===== src/rtl/pipe_msg_fifo.sv =====
// Elastic in-order buffer for 96-bit portal pipe messages between an enq producer and consumer.
// Optional zero-latency pass-through when empty: define PIPE_MSG_FIFO_BYPASS_EN.
module pipe_msg_fifo #(
  parameter int unsigned DEPTH = 4,
  parameter int unsigned WIDTH = 96
) (
  input  logic                   CLK,
  input  logic                   RST,
  input  logic                   in_enq__ENA,
  input  logic [WIDTH-1:0]       in_enq_v,
  output logic                   in_enq__RDY,
  output logic                   out_enq__ENA,
  output logic [WIDTH-1:0]       out_enq_v,
  input  logic                   out_enq__RDY,
  output logic [$clog2(DEPTH):0] count,
  output logic                   overflow
);

  localparam int unsigned AW = $clog2(DEPTH);
  localparam logic [AW:0] FULL_CNT = (AW+1)'(DEPTH);

  logic [WIDTH-1:0] mem [DEPTH];
  logic [AW-1:0]    rp;
  logic [AW-1:0]    wp;
  logic [AW:0]      cnt;
  logic             overflow_q;

  logic empty;
  logic full;
  logic bypass;
  logic do_enq;
  logic do_deq;

  always_comb begin
    empty  = (cnt == '0);
    full   = (cnt == FULL_CNT);
`ifdef PIPE_MSG_FIFO_BYPASS_EN
    bypass = empty & in_enq__ENA & out_enq__RDY;
`else
    bypass = 1'b0;
`endif
    // A bypassed message is consumed directly and never touches storage.
    do_enq = in_enq__ENA & ~full & ~bypass;
    do_deq = ~empty & out_enq__RDY;
  end

  assign in_enq__RDY  = ~full;
  assign out_enq__ENA = do_deq | bypass;
  assign out_enq_v    = bypass ? in_enq_v : mem[rp];
  assign count        = cnt;
  assign overflow     = overflow_q;

  always_ff @(posedge CLK) begin
    if (do_enq) begin
      mem[wp] <= in_enq_v;
    end
  end

  always_ff @(posedge CLK) begin
    if (RST) begin
      rp         <= '0;
      wp         <= '0;
      cnt        <= '0;
      overflow_q <= 1'b0;
    end else begin
      if (do_enq) begin
        wp <= wp + 1'b1;
      end
      if (do_deq) begin
        rp <= rp + 1'b1;
      end
      if (do_enq && !do_deq) begin
        cnt <= cnt + 1'b1;
      end else if (!do_enq && do_deq) begin
        cnt <= cnt - 1'b1;
      end
      if (in_enq__ENA && full) begin
        overflow_q <= 1'b1;
      end
    end
  end

endmodule

===== config.mk =====
export PLATFORM = sky130hd
export DESIGN_NAME = pipe_msg_fifo
export DESIGN_NICKNAME = d
export VERILOG_FILES = /design/src/rtl/pipe_msg_fifo.sv
export SDC_FILE = /design/constraint.sdc
export NUM_CORES = 1
export LEC_CHECK = 0
export ABC_AREA = 1
export CAP_MARGIN = 20
export CORE_ASPECT_RATIO = 0.8
export CORE_MARGIN = 2
export CORE_UTILIZATION = 30
export CTS_BUF_LIST = sky130_fd_sc_hd__clkbuf_4
export DETAILED_ROUTE_END_ITERATION = 8
export GPL_ROUTABILITY_DRIVEN = 0
export PLACE_DENSITY_LB_ADDON = 0.15
export SYNTH_ARGS = -nofsm -noshare
export SYNTH_HDL_FRONTEND = slang
export SYNTH_SLANG_ARGS = --single-unit

===== constraint.sdc =====
create_clock -name CLK -period 7 [get_ports CLK]
set_input_delay 0.7 -clock CLK [delete_from_list [all_inputs] [get_ports CLK]]
set_output_delay 0.7 -clock CLK [all_outputs]
set_load 0.02 [all_outputs]

# After elaboration in Yosys (flattened, before gate mapping)
# Memories as Yosys holds them, arrays and structs flattened. A register that Yosys moved wholly into a read port is not among the register bits.
# Cells that the tools add are included.
[word_totals]
out_inout_bits = 102
elab_cells = 27
mem_bits_rw = 384
in_bits = 100
latchBits = 0
mem_bits_ro = 0
memories = 1
regBits = 8
[op_classes]
n_eq_ne = 1
div_mod_pow = 0
bitwise_logic = 4
n_mul = 0
order_cmp = 0
n_mux = 6
n_addsub = 4
reduce_logical = 7
shift = 0
[mem_list]
columns = ["name", "depth", "width", "read_ports", "rd_clocked_by_memory_dff", "wr", "line_no", "source"]
rows = [
  ["mem", 4, 96, 1, 1, 1, "22", "logic [WIDTH-1:0] mem [DEPTH];"],
]
[ops]
columns = ["operator", "n"]
rows = [
  ["3-bit two-way mux", 2],
  ["2-bit by 1-bit adder with 2-bit output (second input constant)", 2],
  ["2-bit two-way mux", 2],
  ["3-bit by 1-bit adder with 3-bit output (second input constant)", 1],
  ["3-bit equality test (second input constant)", 1],
  ["1-bit logical AND", 3],
  ["3-bit logical NOT", 1],
  ["3-bit by 1-bit subtractor with 3-bit output (second input constant)", 1],
  ["1-bit AND", 2],
  ["1-bit logical NOT", 2],
  ["1-bit two-way mux", 2],
  ["1-bit NOT", 2],
  ["2-bit nonzero test", 1],
]

# Longest topological paths before layout
[depth]
word_depth = 7
depth_mapped = 13
depth_no_buf = 13

# Least setup slack after synthesis
# OpenSTA, ideal clock, no wires.
[synth_path]
path_type = "register -> register"
startpoint = "register cnt[0] (netlist: count[0])"
endpoint = "memory mem[0][0] (enable)"
n_path_buf = 0
path_slack_ns = 1.440
required_time_ns = 6.448
setup_time_ns = 0.552
path_stages_with_launch = 5
t_arrival_ns = 5.008
period_less_slack_ns = 5.560
path_cell_list = "dfxtp_1 nor2_1 nand2_1 nand2_1 nor2_1"
[synth_via]
elab_chain_len = 5
[synth_lines]
columns = ["element", "line_no", "source"]
rows = [
  ["from (decl)", "25", "logic [AW:0] cnt;"],
  ["from (signal assigned)", "73", "cnt <= cnt + 1'b1;"],
  ["from (signal assigned)", "75", "cnt <= cnt - 1'b1;"],
  ["3-bit equality test", "36", "full = (cnt == FULL_CNT);"],
  ["1-bit NOT", "-", ""],
  ["via in_enq__RDY", "11", "output logic in_enq__RDY,"],
  ["1-bit AND", "43", "do_enq = in_enq__ENA & ~full & ~bypass;"],
  ["1-bit two-way mux", "54", "if (do_enq) begin"],
  ["1-bit two-way mux (not written as such)", "55", "mem[wp] <= in_enq_v;"],
  ["to (decl)", "22", ""],
]
# The timed path passes the listed nets, and every way through them passes these cells.

==> results.py <==
metrics = {
    "status": {
        "outcome": "completed",
    },
    "detailed_routing": {
        "viasPerCell": 4.64,
        "ant_nets": 0,
        "drt_wl_total_um": 35600,
        "wl_per_cell_um": 18.1,
        "vias": 9139,
        "drc": 0,
        "firstDrtPassIters": 5,
        "drtIter0Drc": 441,
    },
    "timing": {
        "period_needed_ps": 4600,
        "final-setup-viol-count": 0,
        "fin_crit_sh_pct": 65.7,
        "final_hold_viol_count": 0,
        "rsz0062_at_grt": "false",
        "worstMarginPinSlew_ps": 1100,
        "skew_ps": 36.7,
        "slew_headroom_pct": 26.9,
        "setup-tns-final_ps": 0,
        "fmax_mhz": 217,
        "maxSlewViolCount": 0,
    },
    "power_and_ir_drop": {
        "p_total_uw": 6830,
        "p_per_area_nw_per_um2": 369,
        "p_leak_uw": 0.00616,
        "ir_drop_mv": 0.154,
    },
    "place": {
        "hpwlAfterDp_um": 19600,
        "place_inst": 1784,
        "portBuffers": 201,
    },
    "logic_synthesis": {
        "yosysSeqAreaShare_pct": 79.3,
        "synth_top_area_share_pct": 77.9,
        "yosysTopAreaCell": "edfxtp_1",
        "synth_nets": 1108,
        "syn_area_um2": 14800,
        "ys_top_cells_by_area": "edfxtp_1, nor2_1, o22ai_1",
        "synth_seq_cells": 394,
        "async_flop_share_pct": 0,
        "synth_most_common_cell": "edfxtp_1",
        "netlist_top_cells_count": "edfxtp_1, nor2_1, o21ai_0",
        "avgSynthCellArea_um2": 14.8,
        "synth-main-ff-cell": "edfxtp_1",
        "synth-edff-count": 384,
        "yosys_warnings": 0,
        "synth_cell_types": 21,
        "synth_cells": 1002,
    },
    "die": {
        "die_x_um": 252,
        "design.core.area_um2": 48600,
        "ios": 202,
        "die_area_um2": 51100,
        "rows": 72,
        "die_y_um": 203,
        "initial_core_util_pct": 30.5,
    },
    "critical_path": {
        "critPathArrivalTime_ps": 3900,
        "required_ps": 6300,
        "startpoint_type": "register",
        "crit_chain": "inv_6 -> buf_4 -> nor2_1 -> o22ai_1 -> clkdlybuf4s50_1",
        "critPathMaxStageDelay_ps": 770,
        "crit_fanout": 133,
        "critPathSlowestCell": "inv_6",
        "crit_type": "reg2out",
        "worst_setup_path_end_kind": "output pin",
    },
    "final_layout": {
        "final_net_count": 1365,
        "fill_cells": 4705,
        "area.growth.synth_to_final_pct": 25.2,
        "fin_cells": 1968,
        "drive_gt1_share_pct": 13.1,
    },
    "clock_network": {
        "htreeDepth": 3,
        "path_clk_slew_ps": 60,
        "post_cts_buffers": 0,
        "clk_path_buf_depth": 3,
        "clk_latency_ps": 830,
        "cts_resized": 0,
        "numCtsBuffers": 102,
        "tritoncts": "done",
        "clock-root-buffer": "clkbuf_4",
        "cts.sink_count": 394,
        "cts_hold_buffers": 0,
    },
    "min_path": {
        "hp-class": "reg2reg",
    },
    "global_route": {
        "grt_pass1_wl_um": 54600,
        "antenna_found_initial": 7,
        "track_usage_pct": 14.1,
        "overflow": 0,
        "grt_pass1_vias": 9311,
        "grt_max_degree": 134,
    },
    "flow_run": {
        "drv_cap": 0,
    },
}
[report_power, final]
part,total (uW),internal (uW),switching [uW]
Clock,1860,948,910
Sequential,2970,2870,104
Combinational,2000,771,1230
Total,6830,4590,2240
[layer usage]
layer / wire (um) / vias up / global-route usage, % / share of wire (%)
met5: 23 / - / 0 / 0.065
met4: 687 / 4 / 5.90 / 1.9
met3: 2250 / 65 / 4.55 / 6.3
met2: 15900 / 257 / 21.1 / 45
met1: 16800 / 4450 / 19.0 / 47
li1: - / 4363 / - / -
[registers in the layout (all words and copies together), names as in the netlist, named ones only]
register,count
wp,2
count,3
overflow,1
rp,2
mem,384
[cell usage in the layout, fill, tap and decap left out, types with 2 or more instances in the layout]
master,n
edfxtp_1,384
nor2_1,205
clkdlybuf4s50_1,201
clkbuf_4,145
o21ai_0,102
o22ai_1,96
o21ai_1,91
clkinv_1,25
inv_1,16
nand2_1,15
buf_4,14
dfxtp_1,8
diode_2,6
clkinv_2,6
nand3_1,5
ha_1,5
nor2_4,4
a21oi_1,2
dfxtp_4,2
inv_2,2
[layout make-up]
class / instances / area (um^2) / share of cell area [%]
Clock buffer: 145 / 1090 / 5.88
Sequential cell: 394 / 11700 / 63.4
Inverter: 18 / 73.8 / 0.398
Timing Repair Buffer: 215 / 2120 / 11.4
Multi-Input combinational cell: 528 / 2570 / 13.9
Tap cell: 629 / 787 / 4.25
Antenna cell: 6 / 15.0 / 0.0810
Clock inverter: 33 / 134 / 0.723
[cells by family after synthesis]
group / Yosys count / synth area share, %
flip-flops: 394 / 79.3
AO/OA/AOI/OAI: 291 / 10.7
AND/OR/NAND/NOR: 230 / 5.90
buffers and inverters: 80 / 3.53
adder cells (fa/ha/maj): 6 / 0.558
XOR/XNOR: 1 / 0.0592
[critical path, delay by kind of cell (launching register included)]
kind	cells	cell delay [ps]
buf+inv	3	2070
flops	1	520
compound gates	1	270
simple gates	1	120
[worst paths after layout]
kind              slack (ps)  cells after the start  startpoint            end
setup / recovery        2400                      5    register  out_enq_v[64]
hold / removal           450                      2    overflow       overflow
setup reg to reg        4730                      9    count[0]       count[1]
hold reg to reg          450                      2    overflow       overflow
[stage by stage]
stage                     cell area [um^2]  utilization (%)  worst slack (ps)  hold slack [ps]
after floorplan                      14800                -              1440              459
after global placement               17300             35.6              3150              441
after detailed placement             17300             35.6              3100              443
after CTS                            18500             38.1              2100              364
after global routing                 18500             38.1              1950              378
final                                18500             38.2              2400              452
(Power assumes the default switching activity.)
==> edit 1 (same flow settings) <==
Change the parameter `WIDTH` from 96 to 48.
--- a/src/rtl/pipe_msg_fifo.sv
+++ b/src/rtl/pipe_msg_fifo.sv
@@ -2,7 +2,7 @@
 // Optional zero-latency pass-through when empty: define PIPE_MSG_FIFO_BYPASS_EN.
 module pipe_msg_fifo #(
   parameter int unsigned DEPTH = 4,
-  parameter int unsigned WIDTH = 96
+  parameter int unsigned WIDTH = 48
 ) (
   input  logic                   CLK,
   input  logic                   RST,
Interface: changed (resized in_enq_v and out_enq_v); port bits go from 202 to 106. The function was not compared with the original's and may differ.
==> edit 1 against the original RTL <==
  * Fmax grew 13%
  * Area after synthesis decreased by 46%
  * Cell area fell by 46%
  * Power shrank 46%
  * Setup slack improved by 0.54 ns
  * Sequential cell count fell by 192
  * Count of clock-buffer cells in the layout is 63 lower
  * Wire length shrank 49%
  * Critical path type unchanged
==> edit 1: results (changes against the original RTL) <==
{
  "sta": {
    "final.setup_skew": {"value": 0.0145, "unit": "ns", "change": "-0.0222 ns"},
    "worst_pin_slew": {"value": 0.987, "unit": "ns", "change": "-0.109 ns"}
  },
  "yosys": {
    "synth_xor_area_share": {"value": 0.109, "unit": "%", "change": "+0.050 points"},
    "synthesis.area_per_instance": {"value": 14.9, "unit": "um^2", "change": "+1.1%"},
    "synth_adder_area_share": {"value": 1.03, "unit": "%", "change": "+0.47 points"},
    "ys_top_cells_by_count": "192 x sky130_fd_sc_hd__edfxtp_1, 88 x sky130_fd_sc_hd__o21ai_0, 72 x sky130_fd_sc_hd__nor2_1, 41 x sky130_fd_sc_hd__nor2_2, 40 x sky130_fd_sc_hd__o22ai_2",
    "synth-compound-area-share": {"value": 13.0, "unit": "%", "change": "+2.3 points"},
    "synth_edf_count": {"value": 192, "change": "-50%"}
  },
  "final_layout": {
    "fin_cells": {"value": 1072, "change": "-46%"},
    "layout_nets": {"value": 732, "change": "-46%"},
    "number_of_flip_flops_under_the_largest_register_name": {"value": 192, "change": "-50%"}
  },
  "status": {
    "status": "complete, no violations"
  },
  "cts": {
    "cts.htree.levels": {"value": 2, "change": "-1"},
    "clock_latency": {"value": 0.62, "unit": "ns", "change": "-0.21 ns"}
  },
  "global_route": {
    "vias_in_the_first_global_route": {"value": 5052, "change": "-46%"},
    "routing_usage_on_met3": {"value": 3.64, "unit": "%", "change": "-0.91 points"},
    "global_route.usage.total": {"value": 13.0, "unit": "%", "change": "-1.2 points"},
    "gr-usage-met2": {"value": 21.0, "unit": "%", "change": "-0.10 points"},
    "antenna_found_initial": {"value": 2, "change": "-5"},
    "grt_max_degree": {"value": 97, "change": "-28%"},
    "grt_first_pass_wirelength": {"value": 27600, "unit": "um", "change": "-49%"},
    "gr-usage-met1": {"value": 16.5, "unit": "%", "change": "-2.5 points"}
  },
  "placed_design": {
    "port-buffer-count": {"value": 105, "change": "-48%"},
    "place_area": {"value": 0.00937, "unit": "mm^2", "change": "-46%"},
    "dp.cells": {"value": 976, "change": "-45%"},
    "dp_slack": {"value": 3.52, "unit": "ns", "change": "+0.418 ns"}
  },
  "route": {
    "detail_route.wl_per_cell": {"value": 17.0, "unit": "um", "change": "-6.0%"},
    "detail_route.first_pass.iterations": {"value": 4, "change": "-1"}
  },
  "critical_path": {
    "critPathMaxFanout": {"value": 96, "change": "-28%"},
    "arrival_time_of_data_at_the_critical_path_endpoint": {"value": 3.36, "unit": "ns", "change": "-0.54 ns"},
    "rr_worst_depth": {"value": 5, "change": "-4"}
  },
  "pwr": {
    "max_vdd_drop": {"value": 0.157, "unit": "mV", "change": "+2.0%"},
    "cell_leakage_power": {"value": 3.35, "unit": "nW", "change": "-46%"}
  }
}
==> edit 1: cell types whose count changed in the layout (fill, tap and decap cells not counted), sizes merged, moves of 5 or more <==
cell / unedited run / this run
o21ai: 193 / 97
clkbuf: 145 / 82
o22ai: 96 / 48
diode: 6 / 1
clkinv: 31 / 11
clkdlybuf4s50: 201 / 105
edfxtp: 384 / 192
buf: 14 / 6
nor2: 209 / 113
==> edit 1: power breakdown <==
part	total (mW)	switching, mW	internal, mW
Clock	0.976	0.447	0.529
Combinational	1.14	0.685	0.455
Sequential	1.54	0.0698	1.47
==> edit 1: final timing paths <==
check / start / end / slack, ns
worst max register to register: count[0]$_SDFFE_PP0P_ / mem[0][32]$_DFFE_PP_ / 4.50
worst min-delay path: overflow$_SDFFE_PP0P_ / overflow$_SDFFE_PP0P_ / 0.46
worst min register to register: overflow$_SDFFE_PP0P_ / overflow$_SDFFE_PP0P_ / 0.46
worst max-delay path: flop / out_enq_v[45] / 2.94
==> edit 1: worst max-delay path, cell delays in order (launching register included) <==
cell	delay [ns]
sky130_fd_sc_hd__dfxtp_4	0.51
sky130_fd_sc_hd__buf_4	0.37
sky130_fd_sc_hd__inv_6	0.71
sky130_fd_sc_hd__o21ai_0	0.21
sky130_fd_sc_hd__o22ai_2	0.26
sky130_fd_sc_hd__clkdlybuf4s50_1	0.66
==> edit 1: cell type report <==
type | count | area share (%)
Antenna cell | 1 | 0.0249
Clock buffer | 82 | 6.13
Clock inverter | 13 | 0.499
Inverter | 18 | 0.723
Multi-Input combinational cell | 288 | 17.8
Sequential cell | 202 | 59.5
Tap cell | 357 | 4.45
Timing Repair Buffer | 111 | 10.9
==> edit 2 (same flow settings) <==
Made on the original files. Register the output `count` once more; this adds one clock of latency there. The other outputs are not delayed to match.
--- a/src/rtl/pipe_msg_fifo.sv
+++ b/src/rtl/pipe_msg_fifo.sv
@@ -47,7 +47,9 @@
   assign in_enq__RDY  = ~full;
   assign out_enq__ENA = do_deq | bypass;
   assign out_enq_v    = bypass ? in_enq_v : mem[rp];
-  assign count        = cnt;
+  always_ff @(posedge CLK) begin
+    count <= cnt;
+  end
   assign overflow     = overflow_q;
 
   always_ff @(posedge CLK) begin
Function: changed (a bounded check fails within 4 cycles, from zero or initial values and one cycle with RST high).
==> edit 2 against the original RTL <==
  * Setup slack worse by 0.24 ns
  * Cell area up 0.90%
  * Wire length rose by 0.83%
  * Area after synthesis up 0.41%
  * Power up 2.4%
  * Sequential cell count up 3
  * Synthesized cell count is 0.30% higher
==> edit 2: results (changes against the original RTL) <==
{
  "pwr": {
    "max_vdd_drop": {"value": 0.172, "unit": "mV", "change": "+11%"},
    "cell_leakage_power": {"value": 6.25, "unit": "nW", "change": "+1.4%"}
  },
  "critical_path": {
    "arrival_time_of_data_at_the_critical_path_endpoint": {"value": 4.14, "unit": "ns", "change": "+0.24 ns"},
    "rr_startpoint": "cnt[0]$_SDFFE_PP0P_",
    "critPathMaxFanout": {"value": 86, "change": "-35%"},
    "rr_worst_depth": {"value": 5, "change": "-4"}
  },
  "route": {
    "detail_route.wl_per_cell": {"value": 18.1, "unit": "um", "change": "+0.21%"},
    "detail_route.first_pass.iterations": {"value": 4, "change": "-1"},
    "post_drt_via_cell_ratio": {"value": 4.63, "change": "-0.33%"},
    "drt-total-wl": {"value": 35900, "unit": "um", "change": "+0.83%"},
    "drt_first_iter_violations": {"value": 457, "change": "+3.6%"}
  },
  "global_route": {
    "global_route.usage.total": {"value": 14.1, "unit": "%", "change": "-0.030 points"},
    "vias_in_the_first_global_route": {"value": 9445, "change": "+1.4%"},
    "antenna_found_initial": {"value": 6, "change": "-1"},
    "grt_max_degree": {"value": 99, "change": "-26%"},
    "grt_first_pass_wirelength": {"value": 54700, "unit": "um", "change": "+0.11%"}
  },
  "placed_design": {
    "dp.cells": {"value": 1786, "change": "+0.11%"},
    "place_area": {"value": 0.0173, "unit": "mm^2", "change": "+0.30%"},
    "port-buffer-count": {"value": 201, "change": "unchanged"},
    "dp.final_hpwl": {"value": 18900, "unit": "um", "change": "-3.7%"}
  },
  "final_layout": {
    "post_route_cells_drive_above_1_share": {"value": 13.7, "unit": "%", "change": "+0.58 points"},
    "layout_nets": {"value": 1370, "change": "+0.37%"}
  },
  "sta": {
    "timing.final.hold_violations": {"value": 0, "change": "unchanged"},
    "timing.slew.headroom": {"value": 30.5, "unit": "%", "change": "+3.5 points"},
    "final.setup_skew": {"value": 0.0369, "unit": "ns", "change": "+0.000134 ns"}
  },
  "yosys": {
    "synth_seq_area_share": {"value": 79.4, "unit": "%", "change": "+0.084 points"},
    "synthesis.area_per_instance": {"value": 14.8, "unit": "um^2", "change": "+0.11%"},
    "netlist_top_cells_area": "sky130_fd_sc_hd__edfxtp_1 78%, sky130_fd_sc_hd__nor2_1 5.3%, sky130_fd_sc_hd__o22ai_1 4.0%, sky130_fd_sc_hd__o21ai_0 3.4%, sky130_fd_sc_hd__o21ai_1 3.1%",
    "synth_nets": {"value": 1111, "change": "+0.27%"},
    "yosysUniqueCellTypes": {"value": 21, "change": "unchanged"},
    "dominantRegCellSynth": "sky130_fd_sc_hd__edfxtp_1"
  },
  "worst_hold_path": {
    "worst_hold_startpoint": "cnt[2]$_SDFFE_PP0P_",
    "min_path_cells": {"value": 0, "change": "-2"}
  },
  "cts": {
    "cts.htree.levels": {"value": 3, "change": "unchanged"},
    "cts-buffers-inserted": {"value": 104, "change": "+2.0%"},
    "cts.clk_slew.worst_paths_ns": 0.07
  },
  "status": {
    "status": "complete, no violations"
  }
}
[edit 2: routing by layer]
layer / vias up / wire, um / GRT usage [%]
li1: 4373 / - / -
met1: 4475 / 16800 / 18.5
met2: 242 / 16000 / 21.4
met3: 70 / 2400 / 5.01
met4: 4 / 727 / 5.52
met5: - / 25 / 0
[edit 2: per-stage QoR]
stage	total power [mW]	setup slack [ns]
5_1_grt	7.40	1.72
3_3_place_gp	5.11	2.93
6_report	7.00	2.16
2_1_floorplan	4.23	1.59
4_1_cts	7.12	1.94
3_5_place_dp	5.10	2.94
[edit 2: final timing paths]
check,endpoint,slack (ns)
max,out_enq_v[62],2.16
min,count[2]$_DFF_P_,0.39
max reg2reg,mem[0][34]$_DFFE_PP_,4.45
min reg2reg,count[2]$_DFF_P_,0.39
[edit 2: power by group]
| part | switching, mW | internal [mW] | leakage (nW) |
|---|---|---|---|
| clock network | 0.928 | 1.04 | 0.786 |
| logic | 1.25 | 0.783 | 1.83 |
| registers | 0.0997 | 2.89 | 3.63 |
[edit 2: cell type report]
class	count	area, um^2
Antenna cell	9	22.5
Clock buffer	155	1160
Clock inverter	29	139
Fill cell	4603	30000
Inverter	18	73.8
Multi-Input combinational cell	528	2570
Sequential cell	397	11800
Tap cell	629	787
Timing Repair Buffer	215	2140
[edit 2: worst max-delay path, stage by stage, from the launching register on]
cell	delay (ns)
sky130_fd_sc_hd__dfxtp_4	0.65
sky130_fd_sc_hd__buf_4	0.67
sky130_fd_sc_hd__buf_4	0.83
sky130_fd_sc_hd__o21ai_0	0.23
sky130_fd_sc_hd__o22ai_1	0.25
sky130_fd_sc_hd__clkdlybuf4s50_1	0.64
[edit 2: logic make-up (layout without fill, tap and decap cells)]
logic type	after synthesis	after routing	synth area share, %
simple gates	230	230	5.88
compound gates	291	291	10.6
other cells	0	9	0
flops	397	397	79.4
fa+ha+maj	6	6	0.556
xor+xnor	1	1	0.0590
buf+inv	80	417	3.52
